**src/rtl/ex_stage_if.sv**
```systemverilog
// Execute-stage bus: decoded op/operands and HI/LO forwarding in, GPR and HI/LO results out.
// The slave modport belongs to ex_stage; the master modport belongs to whoever drives ID/EX.
interface ex_stage_if;
  logic [7:0]  aluop_i;
  logic [2:0]  alusel_i;
  logic [31:0] reg1_i;
  logic [31:0] reg2_i;
  logic [4:0]  wd_i;
  logic        wreg_i;
  logic [31:0] hi_i;
  logic [31:0] lo_i;
  logic        mem_whilo_i;
  logic [31:0] mem_hi_i;
  logic [31:0] mem_lo_i;
  logic        wb_whilo_i;
  logic [31:0] wb_hi_i;
  logic [31:0] wb_lo_i;
  logic        div_cancel_i;

  logic [4:0]  wd_o;
  logic        wreg_o;
  logic [31:0] wdata_o;
  logic        whilo_o;
  logic [31:0] hi_o;
  logic [31:0] lo_o;
  logic        stallreq_o;

  modport slave (
    input  aluop_i, alusel_i, reg1_i, reg2_i, wd_i, wreg_i,
    input  hi_i, lo_i, mem_whilo_i, mem_hi_i, mem_lo_i,
    input  wb_whilo_i, wb_hi_i, wb_lo_i, div_cancel_i,
    output wd_o, wreg_o, wdata_o, whilo_o, hi_o, lo_o, stallreq_o
  );

  modport master (
    output aluop_i, alusel_i, reg1_i, reg2_i, wd_i, wreg_i,
    output hi_i, lo_i, mem_whilo_i, mem_hi_i, mem_lo_i,
    output wb_whilo_i, wb_hi_i, wb_lo_i, div_cancel_i,
    input  wd_o, wreg_o, wdata_o, whilo_o, hi_o, lo_o, stallreq_o
  );
endinterface

```
**src/rtl/ex_stage.sv**
```systemverilog
// Execute stage: single-cycle logic/shift/move ops plus an iterative radix-2 divider
// that holds the pipeline through stallreq_o.
//
//  state   | meaning
//  --------+------------------------------------------------------------
//  S_IDLE  | no division in flight; a DIV/DIVU here is the issue cycle
//  S_DZERO | divisor was zero; result forced to 0/0
//  S_BUSY  | one shift-subtract step per cycle, cnt_q = step index
//  S_DONE  | signed fixup applied, HI/LO written, pipeline released
module ex_stage #(
  parameter int DIV_BITS = 32
) (
  input  logic      clk,
  input  logic      rst,
  ex_stage_if.slave bus
);

  localparam logic [7:0] EXE_AND_OP  = 8'b0010_0100;
  localparam logic [7:0] EXE_OR_OP   = 8'b0010_0101;
  localparam logic [7:0] EXE_XOR_OP  = 8'b0010_0110;
  localparam logic [7:0] EXE_NOR_OP  = 8'b0010_0111;
  localparam logic [7:0] EXE_SLL_OP  = 8'b0111_1100;
  localparam logic [7:0] EXE_SRL_OP  = 8'b0000_0010;
  localparam logic [7:0] EXE_SRA_OP  = 8'b0000_0011;
  localparam logic [7:0] EXE_MOVZ_OP = 8'b0000_1010;
  localparam logic [7:0] EXE_MOVN_OP = 8'b0000_1011;
  localparam logic [7:0] EXE_MFHI_OP = 8'b0001_0000;
  localparam logic [7:0] EXE_MTHI_OP = 8'b0001_0001;
  localparam logic [7:0] EXE_MFLO_OP = 8'b0001_0010;
  localparam logic [7:0] EXE_MTLO_OP = 8'b0001_0011;
  localparam logic [7:0] EXE_DIV_OP  = 8'b0001_1010;
  localparam logic [7:0] EXE_DIVU_OP = 8'b0001_1011;

  localparam logic [2:0] RES_NOP   = 3'b000;
  localparam logic [2:0] RES_LOGIC = 3'b001;
  localparam logic [2:0] RES_SHIFT = 3'b010;
  localparam logic [2:0] RES_MOVE  = 3'b011;

  localparam int CW = $clog2(DIV_BITS);
  localparam logic [CW-1:0]       CNT_LAST = CW'(DIV_BITS - 1);
  localparam logic [CW-1:0]       CNT_ONE  = CW'(1);
  localparam logic [DIV_BITS-1:0] ZERO     = '0;

  typedef enum logic [1:0] {
    S_IDLE  = 2'd0,
    S_DZERO = 2'd1,
    S_BUSY  = 2'd2,
    S_DONE  = 2'd3
  } div_state_e;

  // HI/LO forwarding
  logic [31:0] hi_fwd, lo_fwd;

  always_comb begin
    hi_fwd = bus.hi_i;
    lo_fwd = bus.lo_i;
    if (bus.mem_whilo_i) begin
      hi_fwd = bus.mem_hi_i;
      lo_fwd = bus.mem_lo_i;
    end else if (bus.wb_whilo_i) begin
      hi_fwd = bus.wb_hi_i;
      lo_fwd = bus.wb_lo_i;
    end
  end

  // single-cycle datapath
  logic [31:0] logic_res, shift_res, move_res, alu_wdata;
  logic [31:0] mt_hi, mt_lo;
  logic        mt_we;
  logic [4:0]  shamt;

  assign shamt = bus.reg1_i[4:0];

  always_comb begin
    logic_res = '0;
    case (bus.aluop_i)
      EXE_OR_OP:  logic_res = bus.reg1_i | bus.reg2_i;
      EXE_AND_OP: logic_res = bus.reg1_i & bus.reg2_i;
      EXE_XOR_OP: logic_res = bus.reg1_i ^ bus.reg2_i;
      EXE_NOR_OP: logic_res = ~(bus.reg1_i | bus.reg2_i);
      default:    logic_res = '0;
    endcase
  end

  always_comb begin
    shift_res = '0;
    case (bus.aluop_i)
      EXE_SLL_OP: shift_res = bus.reg2_i << shamt;
      EXE_SRL_OP: shift_res = bus.reg2_i >> shamt;
      EXE_SRA_OP: shift_res = $signed(bus.reg2_i) >>> shamt;
      default:    shift_res = '0;
    endcase
  end

  always_comb begin
    move_res = '0;
    mt_we    = 1'b0;
    mt_hi    = '0;
    mt_lo    = '0;
    case (bus.aluop_i)
      EXE_MFHI_OP: move_res = hi_fwd;
      EXE_MFLO_OP: move_res = lo_fwd;
      EXE_MOVN_OP,
      EXE_MOVZ_OP: move_res = bus.reg1_i;
      EXE_MTHI_OP: begin
        mt_we = 1'b1;
        mt_hi = bus.reg1_i;
        mt_lo = lo_fwd;
      end
      EXE_MTLO_OP: begin
        mt_we = 1'b1;
        mt_hi = hi_fwd;
        mt_lo = bus.reg1_i;
      end
      default: move_res = '0;
    endcase
  end

  always_comb begin
    alu_wdata = '0;
    case (bus.alusel_i)
      RES_LOGIC: alu_wdata = logic_res;
      RES_SHIFT: alu_wdata = shift_res;
      RES_MOVE:  alu_wdata = move_res;
      default:   alu_wdata = '0;
    endcase
  end

  // divider
  div_state_e          state_q, state_d;
  logic [CW-1:0]       cnt_q, cnt_d;
  logic [DIV_BITS-1:0] quo_q, quo_d;
  logic [DIV_BITS-1:0] rem_q, rem_d;
  logic [DIV_BITS-1:0] dvs_q, dvs_d;
  logic                qneg_q, qneg_d;
  logic                rneg_q, rneg_d;
  logic                div_stall, div_done;

  logic                is_div, is_signed, neg1, neg2;
  logic [DIV_BITS-1:0] op1, op2, abs1, abs2;
  logic [DIV_BITS:0]   partial, diff;
  logic [DIV_BITS-1:0] div_lo, div_hi;

  assign is_div    = (bus.aluop_i == EXE_DIV_OP) || (bus.aluop_i == EXE_DIVU_OP);
  assign is_signed = (bus.aluop_i == EXE_DIV_OP);
  assign op1       = bus.reg1_i[DIV_BITS-1:0];
  assign op2       = bus.reg2_i[DIV_BITS-1:0];
  assign neg1      = is_signed & op1[DIV_BITS-1];
  assign neg2      = is_signed & op2[DIV_BITS-1];
  assign abs1      = neg1 ? (ZERO - op1) : op1;
  assign abs2      = neg2 ? (ZERO - op2) : op2;

  // quo_q shifts the dividend out at the top while quotient bits enter at the bottom
  assign partial = {rem_q, quo_q[DIV_BITS-1]};
  assign diff    = partial - {1'b0, dvs_q};

  assign div_lo = qneg_q ? (ZERO - quo_q) : quo_q;
  assign div_hi = rneg_q ? (ZERO - rem_q) : rem_q;

  always_ff @(posedge clk) begin
    if (rst) begin
      state_q <= S_IDLE;
      cnt_q   <= '0;
      quo_q   <= '0;
      rem_q   <= '0;
      dvs_q   <= '0;
      qneg_q  <= 1'b0;
      rneg_q  <= 1'b0;
    end else begin
      state_q <= state_d;
      cnt_q   <= cnt_d;
      quo_q   <= quo_d;
      rem_q   <= rem_d;
      dvs_q   <= dvs_d;
      qneg_q  <= qneg_d;
      rneg_q  <= rneg_d;
    end
  end

  always_comb begin
    state_d   = state_q;
    cnt_d     = cnt_q;
    quo_d     = quo_q;
    rem_d     = rem_q;
    dvs_d     = dvs_q;
    qneg_d    = qneg_q;
    rneg_d    = rneg_q;
    div_stall = 1'b0;
    div_done  = 1'b0;
    case (state_q)
      S_IDLE: begin
        if (is_div) begin
          div_stall = 1'b1;
          cnt_d     = '0;
          rem_d     = '0;
          if (op2 == ZERO) begin
            state_d = S_DZERO;
            quo_d   = '0;
            dvs_d   = '0;
            qneg_d  = 1'b0;
            rneg_d  = 1'b0;
          end else begin
            state_d = S_BUSY;
            quo_d   = abs1;
            dvs_d   = abs2;
            qneg_d  = neg1 ^ neg2;
            rneg_d  = neg1;
          end
        end
      end
      S_DZERO: begin
        div_stall = 1'b1;
        state_d   = S_DONE;
      end
      S_BUSY: begin
        div_stall = 1'b1;
        cnt_d     = cnt_q + CNT_ONE;
        if (!diff[DIV_BITS]) begin
          rem_d = diff[DIV_BITS-1:0];
          quo_d = {quo_q[DIV_BITS-2:0], 1'b1};
        end else begin
          rem_d = partial[DIV_BITS-1:0];
          quo_d = {quo_q[DIV_BITS-2:0], 1'b0};
        end
        if (cnt_q == CNT_LAST) state_d = S_DONE;
      end
      S_DONE: begin
        div_done = 1'b1;
        state_d  = S_IDLE;
      end
      default: state_d = S_IDLE;
    endcase
    // a flush wins over everything, including a fresh issue from idle
    if (bus.div_cancel_i) begin
      state_d   = S_IDLE;
      div_stall = 1'b0;
      div_done  = 1'b0;
    end
  end

  // output mux
  always_comb begin
    bus.wd_o       = '0;
    bus.wreg_o     = 1'b0;
    bus.wdata_o    = '0;
    bus.whilo_o    = 1'b0;
    bus.hi_o       = '0;
    bus.lo_o       = '0;
    bus.stallreq_o = 1'b0;
    if (!rst) begin
      bus.wd_o       = bus.wd_i;
      bus.wreg_o     = bus.wreg_i;
      bus.wdata_o    = alu_wdata;
      bus.stallreq_o = div_stall;
      if (div_done) begin
        bus.whilo_o = 1'b1;
        bus.hi_o    = div_hi;
        bus.lo_o    = div_lo;
      end else if (mt_we && (bus.alusel_i == RES_MOVE) && !bus.div_cancel_i) begin
        bus.whilo_o = 1'b1;
        bus.hi_o    = mt_hi;
        bus.lo_o    = mt_lo;
      end
    end
  end

endmodule
```
**src/flat_wrapper.sv**
```systemverilog
// flat-port wrapper written by rule: the top's interface ports become plain ports
module ex_stage_flat 
#(
  parameter int DIV_BITS = 32
)
  (clk, rst, bus_aluop_i, bus_alusel_i, bus_reg1_i, bus_reg2_i, bus_wd_i, bus_wreg_i, bus_hi_i, bus_lo_i, bus_mem_whilo_i, bus_mem_hi_i, bus_mem_lo_i, bus_wb_whilo_i, bus_wb_hi_i, bus_wb_lo_i, bus_div_cancel_i, bus_wd_o, bus_wreg_o, bus_wdata_o, bus_whilo_o, bus_hi_o, bus_lo_o, bus_stallreq_o);
  ex_stage_if bus_i ();
  input  logic clk;
  input  logic rst;
  input wire logic [$bits(bus_i.aluop_i)-1:0] bus_aluop_i;
  input wire logic [$bits(bus_i.alusel_i)-1:0] bus_alusel_i;
  input wire logic [$bits(bus_i.reg1_i)-1:0] bus_reg1_i;
  input wire logic [$bits(bus_i.reg2_i)-1:0] bus_reg2_i;
  input wire logic [$bits(bus_i.wd_i)-1:0] bus_wd_i;
  input wire logic [$bits(bus_i.wreg_i)-1:0] bus_wreg_i;
  input wire logic [$bits(bus_i.hi_i)-1:0] bus_hi_i;
  input wire logic [$bits(bus_i.lo_i)-1:0] bus_lo_i;
  input wire logic [$bits(bus_i.mem_whilo_i)-1:0] bus_mem_whilo_i;
  input wire logic [$bits(bus_i.mem_hi_i)-1:0] bus_mem_hi_i;
  input wire logic [$bits(bus_i.mem_lo_i)-1:0] bus_mem_lo_i;
  input wire logic [$bits(bus_i.wb_whilo_i)-1:0] bus_wb_whilo_i;
  input wire logic [$bits(bus_i.wb_hi_i)-1:0] bus_wb_hi_i;
  input wire logic [$bits(bus_i.wb_lo_i)-1:0] bus_wb_lo_i;
  input wire logic [$bits(bus_i.div_cancel_i)-1:0] bus_div_cancel_i;
  output wire logic [$bits(bus_i.wd_o)-1:0] bus_wd_o;
  output wire logic [$bits(bus_i.wreg_o)-1:0] bus_wreg_o;
  output wire logic [$bits(bus_i.wdata_o)-1:0] bus_wdata_o;
  output wire logic [$bits(bus_i.whilo_o)-1:0] bus_whilo_o;
  output wire logic [$bits(bus_i.hi_o)-1:0] bus_hi_o;
  output wire logic [$bits(bus_i.lo_o)-1:0] bus_lo_o;
  output wire logic [$bits(bus_i.stallreq_o)-1:0] bus_stallreq_o;
  assign bus_i.aluop_i = bus_aluop_i;
  assign bus_i.alusel_i = bus_alusel_i;
  assign bus_i.reg1_i = bus_reg1_i;
  assign bus_i.reg2_i = bus_reg2_i;
  assign bus_i.wd_i = bus_wd_i;
  assign bus_i.wreg_i = bus_wreg_i;
  assign bus_i.hi_i = bus_hi_i;
  assign bus_i.lo_i = bus_lo_i;
  assign bus_i.mem_whilo_i = bus_mem_whilo_i;
  assign bus_i.mem_hi_i = bus_mem_hi_i;
  assign bus_i.mem_lo_i = bus_mem_lo_i;
  assign bus_i.wb_whilo_i = bus_wb_whilo_i;
  assign bus_i.wb_hi_i = bus_wb_hi_i;
  assign bus_i.wb_lo_i = bus_wb_lo_i;
  assign bus_i.div_cancel_i = bus_div_cancel_i;
  assign bus_wd_o = bus_i.wd_o;
  assign bus_wreg_o = bus_i.wreg_o;
  assign bus_wdata_o = bus_i.wdata_o;
  assign bus_whilo_o = bus_i.whilo_o;
  assign bus_hi_o = bus_i.hi_o;
  assign bus_lo_o = bus_i.lo_o;
  assign bus_stallreq_o = bus_i.stallreq_o;
  ex_stage #(.DIV_BITS(DIV_BITS)) u_core (.clk(clk), .rst(rst), .bus(bus_i));
endmodule
```
**config.mk**
```make
export PLATFORM = sky130hd
export DESIGN_NAME = ex_stage_flat
export DESIGN_NICKNAME = d
export VERILOG_FILES = /design/src/rtl/ex_stage_if.sv /design/src/rtl/ex_stage.sv /design/src/flat_wrapper.sv
export SDC_FILE = /design/constraint.sdc
export NUM_CORES = 1
export LEC_CHECK = 0
export ABC_AREA = 1
export ABC_CLOCK_PERIOD_IN_PS = 3110
export CORE_MARGIN = 5
export CORE_UTILIZATION = 35
export DETAILED_ROUTE_END_ITERATION = 10
export MAX_ROUTING_LAYER = met4
export SLEW_MARGIN = 40
export SYNTH_ARGS = -nofsm -noshare
export SYNTH_HDL_FRONTEND = slang
export SYNTH_SLANG_ARGS = --single-unit
```
**constraint.sdc**
```tcl
create_clock -name clk -period 3.11 [get_ports clk]
set_input_delay 0.311 -clock clk [delete_from_list [all_inputs] [get_ports clk]]
set_output_delay 0.311 -clock clk [all_outputs]
set_load 0.05 [all_outputs]
```
==> results of run 1 <==
per-layer routing:
| metal | routed length (µm) | vias up | part of all wire [%] | GRT usage (%) |
|---|---|---|---|---|
| met2 | 53600 | 1658 | 44 | 58.42 |
| met1 | 50970 | 13230 | 42 | 49.60 |
| li1 | - | 13690 | - | - |
| met5 | 0 | - | 0 | - |
| met3 | 12350 | 269 | 10 | 7.701 |
| met4 | 5642 | 0 | 4.6 | 13.76 |
kinds of logic after synthesis:
logic type      Yosys count  synth area share [%]
simple gates           2055                 43.97
compound gates          844                 23.62
buf+inv                 608                 12.68
fa+ha+maj               110                 6.950
flops                   105                 10.56
xor+xnor                 48                 2.111
mux                       2                0.1131
synth_stat cells, types with 16 or more instances:
master / n
nor2_1: 339
o22ai_1: 19
o21ai_0: 239
buf_1: 21
nor3_1: 74
o211ai_1: 36
inv_1: 391
ha_1: 109
buf_2: 61
clkbuf_1: 83
nand4_1: 37
dfxtp_1: 105
nand2_2: 19
a21oi_1: 425
o221ai_1: 16
a221oi_1: 19
inv_2: 16
nand2_1: 1154
xor2_1: 41
nand3_1: 359
through the flow:
stage / hold slack, ns / setup TNS, ns / total power [mW]
after floorplan: 0.4423 / 0 / 2.327
after detailed placement: 0.4567 / -1.225 / 3.496
after global routing: 0.4822 / 0 / 4.933
final: 0.4651 / 0 / 4.763
after global placement: 0.4533 / -1.063 / 3.508
after CTS: 0.4685 / 0 / 4.678
worst register-to-register path, stage by stage (launching register included):
cell and delay [ns]:
dfxtp_1 0.56, ha_1 0.37, nand2_1 0.09, nand2_1 0.12, a21oi_2 0.18, nand2_2 0.11, nand2_2 0.09, nand2_2 0.07
nand2_4 0.10, nand3_4 0.23, nand2_4 0.33, nand2_1 0.12, nand3_1 0.08, a21oi_1 0.06
final timing paths:
| path | from | endpoint | slack (ns) | cells after the start |
|---|---|---|---|---|
| setup / recovery | bus_reg2_i[12] | bus_wdata_o[2] | 0.05 | 12 |
| hold / removal | u_core.dvs_q[6]$_SDFFE_PP0P_ | u_core.dvs_q[6]$_SDFFE_PP0P_ | 0.47 | 2 |
| setup reg to reg | u_core.rem_q[6]$_SDFFE_PP0P_ | u_core.rem_q[31]$_SDFFE_PP0P_ | 0.46 | 13 |
| hold reg to reg | u_core.dvs_q[6]$_SDFFE_PP0P_ | u_core.dvs_q[6]$_SDFFE_PP0P_ | 0.47 | 2 |
placed cells by master, fill, tap and decap left out, drive strengths merged, types with 3 or more instances in the layout:
cell type      instances
or2                    4
clkbuf                10
buf                  501
diode                  5
o211ai                36
o31ai                  4
nand3b                13
clkinv                11
nor2                 360
a221oi                19
a21boi                 3
xnor2                  7
o21ai                253
a21oi                430
nand2               1180
ha                   109
o221ai                16
a2bb2oi                3
a31o                   4
nand3                367
nor4                   6
o21bai                 5
inv                  409
nor3                  79
nand4                 37
o21a                  15
clkdlybuf4s50        268
a22o                   3
xor2                  41
o22ai                 19
and2                   8
dlymetal6s2s           7
a211oi                 8
o2111ai                5
a22oi                  5
dfxtp                105
a31oi                 14
where the power goes:
part / switching, mW / internal [mW] / leakage [nW]
logic: 1.36 / 0.850 / 12.3
registers: 0.00589 / 1.35 / 0.846
clock network: 0.619 / 0.578 / 0.150
final cells by class:
cell class                 count  area (µm²)  share of cell area [%]
sequential                   105        2102                   7.363
multi-input combinational   3061       15440                   54.09
clock buffer                   9       225.2                  0.7889
inverter                     415        1572                   5.505
clock inverter                 7       81.33                  0.2849
tap                          756       945.9                   3.313
timing repair buffer         779        8168                   28.61
antenna                        5       12.51                 0.04383
registers in the layout, indices dropped and copies added, names as in the netlist:
register / count
u_core.dvs_q: 32
u_core.quo_q: 32
u_core.rem_q: 32
u_core.cnt_q: 5
u_core.state_q: 2
u_core.qneg_q: 1
u_core.rneg_q: 1
timing repair:
action                     4_1_cts  5_1_grt
buffers inserted                 0       12
gates cloned                     2        1
setup endpoints to repair       40       89
resized for setup               23       40
pin swaps                        3        6
==> results.sh, run 1 <==
export IMPL_number_of_enable_type_register_cells_in_the_synthesized_netlist=0
export IMPL_num_vias=28840
export IMPL_clock_path_buffers=2
export IMPL_cpMaxStageDelayCell="clkdlybuf4s50_1"
export IMPL_grt_pass1_vias=26440
export IMPL_timing_critical_path_max_delay_family="buffers and inverters"
export IMPL_powerDensity_nw_per_um2=166.8
export IMPL_post_synthesis_average_cell_area_um2=5.279
export IMPL_fp_dieW_um=248.5
export IMPL_yosysWarningCount=0
export IMPL_synth_nets=4160
export IMPL_drtAntennaViolNets=0
export IMPL_fillerInstances=6128
export IMPL_die_h_um=248.5
export IMPL_placedInstanceArea_um2=27920
export IMPL_timing_max_slew_rel_slack_pct=46.85
export IMPL_total_global_routing_track_utilization_pct=38.00
export IMPL_dr_first_iter_drc_count=3516
export IMPL_post_synth_inst_count=3772
export IMPL_hold_buffers=0
export IMPL_flow_area_growth_from_synthesis_pct=43.38
export IMPL_dr_pass1_iters=6
export IMPL_remaining_drc_errors=0
export IMPL_hold_viol_final=0
export IMPL_clock_transition_time_at_the_flip_flop_clock_pins_of_the_worst_setup_and_hold_paths_ns=0.08
export IMPL_ys_types=63
export IMPL_initial_core_util_pct=35.31
export IMPL_post_synth_instance_area_um2=19910
export IMPL_detail_route_wirelength_um=122600
export IMPL_ys_seq_area_share_pct=10.56
export IMPL_post_place_cells=5101
export IMPL_hp_class="flip-flop to flip-flop"
export IMPL_fin_crit_ns=3.056
export IMPL_routed_wire_length_per_instance_um=23.86
export IMPL_layout_cell_area_non_filler_um2=28550
export IMPL_synthTopCellsByArea="nand2_1, a21oi_1, dfxtp_1"
export IMPL_global_route_total_overflow=0
export IMPL_route_detailed_vias_per_inst=5.614
export IMPL_grt_first_pass_wirelength_um=175200
export IMPL_post_route_worst_setup_slack_ns=0.05411
export IMPL_placementRows=87
export IMPL_final_design_utilization_pct=50.63
export IMPL_worst_pin_slew_ns=0.7973
export IMPL_yosys_area_top_type="nand2_1"
export IMPL_clk_root_buffer_cell="clkbuf_16"
export IMPL_synth_ff_latch_count=105
export IMPL_max_cap_violations=0
export IMPL_pre_cts_ws_ns=-0.1715
export IMPL_static_leakage_power_nw=13.33
export IMPL_peakVddDrop_mv=0.2469
export IMPL_die_area_um2=61760
export IMPL_critical_path_required_ns=2.80
export IMPL_rsz0062_at_grt="false"
export IMPL_io_buffers=381
export IMPL_maxClockFrequency_ghz=0.3272
export IMPL_critical_path_class="input port to output port"
export IMPL_finalSetupViolCount=0
export IMPL_grt_start_max_net_pins=69
export IMPL_core_area_um2=56390
export IMPL_tritoncts="yes"
export IMPL_critical_path_n_buffers_inverters=3
export IMPL_gp_routability_congestion=1.088
export IMPL_critical_path_arrival_ns=2.74
export IMPL_cts_sink_count=105
export IMPL_drive_above_1_share_pct=14.79
export IMPL_ys_dominant_reg_cell="dfxtp_1"
export IMPL_timing_critical_path_cells="clkdlybuf4s50_1 -> nand2_1 -> nand3_1 -> nand2_1 -> o21ai_0 -> nand2_1 -> nand3_1 -> o21ai_0 -> inv_1 -> nand2_1 -> a21oi_1 -> buf_12"
export IMPL_async_set_or_reset_flop_fraction_in_the_synthesized_netlist_pct=0
export IMPL_critical_path_top_cell_by_count="nand2_1"
export IMPL_finalCritPeriodShare_pct=98.26
export IMPL_htree_num_levels=3
export IMPL_num_cts_buffers=9
export IMPL_antenna_violations_before_repair=5
export IMPL_report_final_slew_viol_count=0
export IMPL_clock_skew_final_ns=0.01659
export IMPL_worst_setup_path_start_kind="input port"
export IMPL_finalNonFillerCells=5137
export IMPL_pin_count=382
export IMPL_critical_path_max_stage_delay_ns=0.62
export IMPL_worst_path_max_fanout=4
export IMPL_status="completed"
export IMPL_critical_path_endpoint_type="output port"
export IMPL_layout_nets=4759
export IMPL_clk_latency_ns=0.36
export IMPL_dp_hpwl_um=102700
export IMPL_synth_largest_type_area_fraction_pct=21.75
Power figures use the tool's default switching activity.
==> run 2, diff against run 1 <==
==> constraint.sdc (replaced) <==
create_clock -name clk -period 3.11 [get_ports clk]
set_input_delay 0.311 -clock clk [delete_from_list [all_inputs] [get_ports clk]]
set_output_delay 0.311 -clock clk [all_outputs]
set_load 0.1 [all_outputs]
==> run 2 against run 1 <==
Effect of this change:
- largest cell class unchanged
- flip-flop and latch count unchanged
- critical endpoint is now bus_wdata_o[19]
- wire length is 3.0% higher
- sequential share of layout area about the same
- worst setup slack gained 0.0083 ns
- first-iteration DRC count increased by 2.2%
- combinational power rose by 5%
- sequential power about the same
- count of clock-buffer cells in the layout is 2 higher
==> results.sh, run 2 (synthesis gave the netlist of run 1 again) <==
export IMPL_detail_route_wirelength_um=126200
export IMPL_core_area_um2=56390
export IMPL_dr_first_iter_drc_count=3594
export IMPL_clock_path_buffers=2
export IMPL_finalNonFillerCells=5082
export IMPL_critical_path_top_cell_by_count="buf_4"
export IMPL_num_cts_buffers=9
export IMPL_io_buffers=381
export IMPL_clk_latency_ns=0.38
export IMPL_grt_start_max_net_pins=69
export IMPL_num_vias=28940
export IMPL_most_common_layout_cells="nand2_1, inv_1, a21oi_1"
export IMPL_fin_crit_ns=3.048
export IMPL_die_h_um=248.5
export IMPL_pin_count=382
export IMPL_powerDensity_nw_per_um2=170.5
export IMPL_cpMaxStageDelayCell="clkdlybuf4s50_1"
export IMPL_cts_sink_count=105
export IMPL_critical_path_class="input port to output port"
export IMPL_timing_critical_path_max_delay_family="buffers and inverters"
export IMPL_clk_root_buffer_cell="clkbuf_16"
export IMPL_hold_buffers=0
export IMPL_flow_area_growth_from_synthesis_pct=42.42
export IMPL_fillerInstances=6156
export IMPL_regArea_um2=2102
export IMPL_global_route_total_overflow=0
export IMPL_multi_input_area_um2=15730
export IMPL_initial_core_util_pct=35.31
export IMPL_layout_nets=4701
export IMPL_die_area_um2=61760
export IMPL_drtAntennaViolNets=0
export IMPL_dr_pass1_iters=7
export IMPL_timing_max_slew_rel_slack_pct=44.60
export IMPL_finalSetupViolCount=0
export IMPL_clock_skew_final_ns=0.02887
export IMPL_most_common_cell_after_layout_fill_and_taps_aside="nand2_1"
export IMPL_total_global_routing_track_utilization_pct=39.21
export IMPL_report_final_slew_viol_count=0
export IMPL_rsz0062_at_grt="false"
export IMPL_critical_path_n_buffers_inverters=5
export IMPL_routed_wire_length_per_instance_um=24.83
export IMPL_totalNegativeSetupSlack_ns=0
export IMPL_hold_viol_final=0
export IMPL_placementRows=87
export IMPL_fp_dieW_um=248.5
export IMPL_peakVddDrop_mv=0.2155
export IMPL_pre_cts_ws_ns=-0.3005
export IMPL_worst_pin_slew_ns=0.8223
export IMPL_critical_path_max_stage_delay_ns=0.79
export IMPL_status="completed"
export IMPL_critical_path_endpoint_type="output port"
export IMPL_grt_first_pass_wirelength_um=178600
export IMPL_grt_pass1_vias=26890
export IMPL_worst_path_max_fanout=7
export IMPL_layout_cell_area_non_filler_um2=28360
export IMPL_timing_critical_path_cells="clkdlybuf4s50_1 -> clkinv_1 -> buf_4 -> o221ai_1 -> a21oi_1 -> buf_4 -> a21oi_2 -> buf_12"
export IMPL_power_total_mw=4.834
export IMPL_reg_top3="u_core.dvs_q x32, u_core.quo_q x32, u_core.rem_q x32"
export IMPL_worst_setup_path_start_kind="input port"
export IMPL_remaining_drc_errors=0
export IMPL_final_design_utilization_pct=50.29
export IMPL_route_detailed_vias_per_inst=5.695
export IMPL_post_route_worst_setup_slack_ns=0.06243
export IMPL_hp_class="flip-flop to flip-flop"
export IMPL_drive_above_1_share_pct=15.31
export IMPL_dp_hpwl_um=105600
export IMPL_max_cap_violations=0
export IMPL_antenna_violations_before_repair=8
export IMPL_critical_path_arrival_ns=2.74
export IMPL_critical_path_required_ns=2.80
export IMPL_clock_transition_time_at_the_flip_flop_clock_pins_of_the_worst_setup_and_hold_paths_ns=0.07
export IMPL_static_leakage_power_nw=12.99
export IMPL_final_hold_worst_slack_ns=0.4649
export IMPL_finalCritPeriodShare_pct=97.99
export IMPL_post_place_cells=5045
export IMPL_tritoncts="yes"
export IMPL_placedInstanceArea_um2=27780
export IMPL_maxClockFrequency_ghz=0.3281
export IMPL_htree_num_levels=3
export IMPL_gp_routability_congestion=1.129
## run 2: worst reg2reg max path, cell delays in order, from the launching register on
cell	delay, ns
dfxtp_1	0.33
inv_1	0.09
ha_1	0.25
fa_1	0.44
inv_1	0.12
nand2_1	0.06
nand2_1	0.07
nand3_1	0.09
nand2_2	0.12
nand2_2	0.07
nand2_2	0.09
nand2_4	0.10
nand2_4	0.11
nand2_4	0.13
nand2_4	0.22
nand2_1	0.12
nand3_1	0.08
a21oi_1	0.08
## run 2: final timing paths
kind                            startpoint                            to  slack [ns]  depth (start not counted)
max reg2reg  u_core.quo_q[31]$_SDFFE_PP0P_  u_core.rem_q[5]$_SDFFE_PP0P_        0.37                         17
max                         bus_reg1_i[19]               bus_wdata_o[19]        0.06                          8
min           u_core.dvs_q[8]$_SDFFE_PP0P_  u_core.dvs_q[8]$_SDFFE_PP0P_        0.46                          2
min reg2reg   u_core.dvs_q[8]$_SDFFE_PP0P_  u_core.dvs_q[8]$_SDFFE_PP0P_        0.46                          2
## run 2: repair_timing
item,4_1_cts,5_1_grt
cloned,1,0
setup endpoints to repair,58,91
setup buffers,3,9
gates resized for setup,16,36
hold endpoints to repair,0,0
pin swaps,3,7
## run 2: final cells by class
cell class / instances / area share [%]
clock buffers: 11 / 0.8560
inverters: 415 / 5.542
flip-flops and latches: 105 / 7.413
well taps: 756 / 3.336
clock inverters: 5 / 0.1677
diodes: 8 / 0.07060
multi-input cells: 3059 / 55.47
repair buffers: 723 / 27.15
## run 2: layer usage
| metal | track usage (%) | vias to the layer above | share of wire, % |
|---|---|---|---|
| li1 | - | 13550 | - |
| met1 | 48.23 | 13240 | 39 |
| met2 | 61.35 | 1789 | 44 |
| met3 | 6.897 | 372 | 9.8 |
| met4 | 20.92 | 0 | 7.0 |
| met5 | - | - | 0 |
## run 2: report_power, final
part / internal [mW] / switching (mW)
clock network: 0.580 / 0.589
registers: 1.35 / 0.00612
logic: 0.865 / 1.45
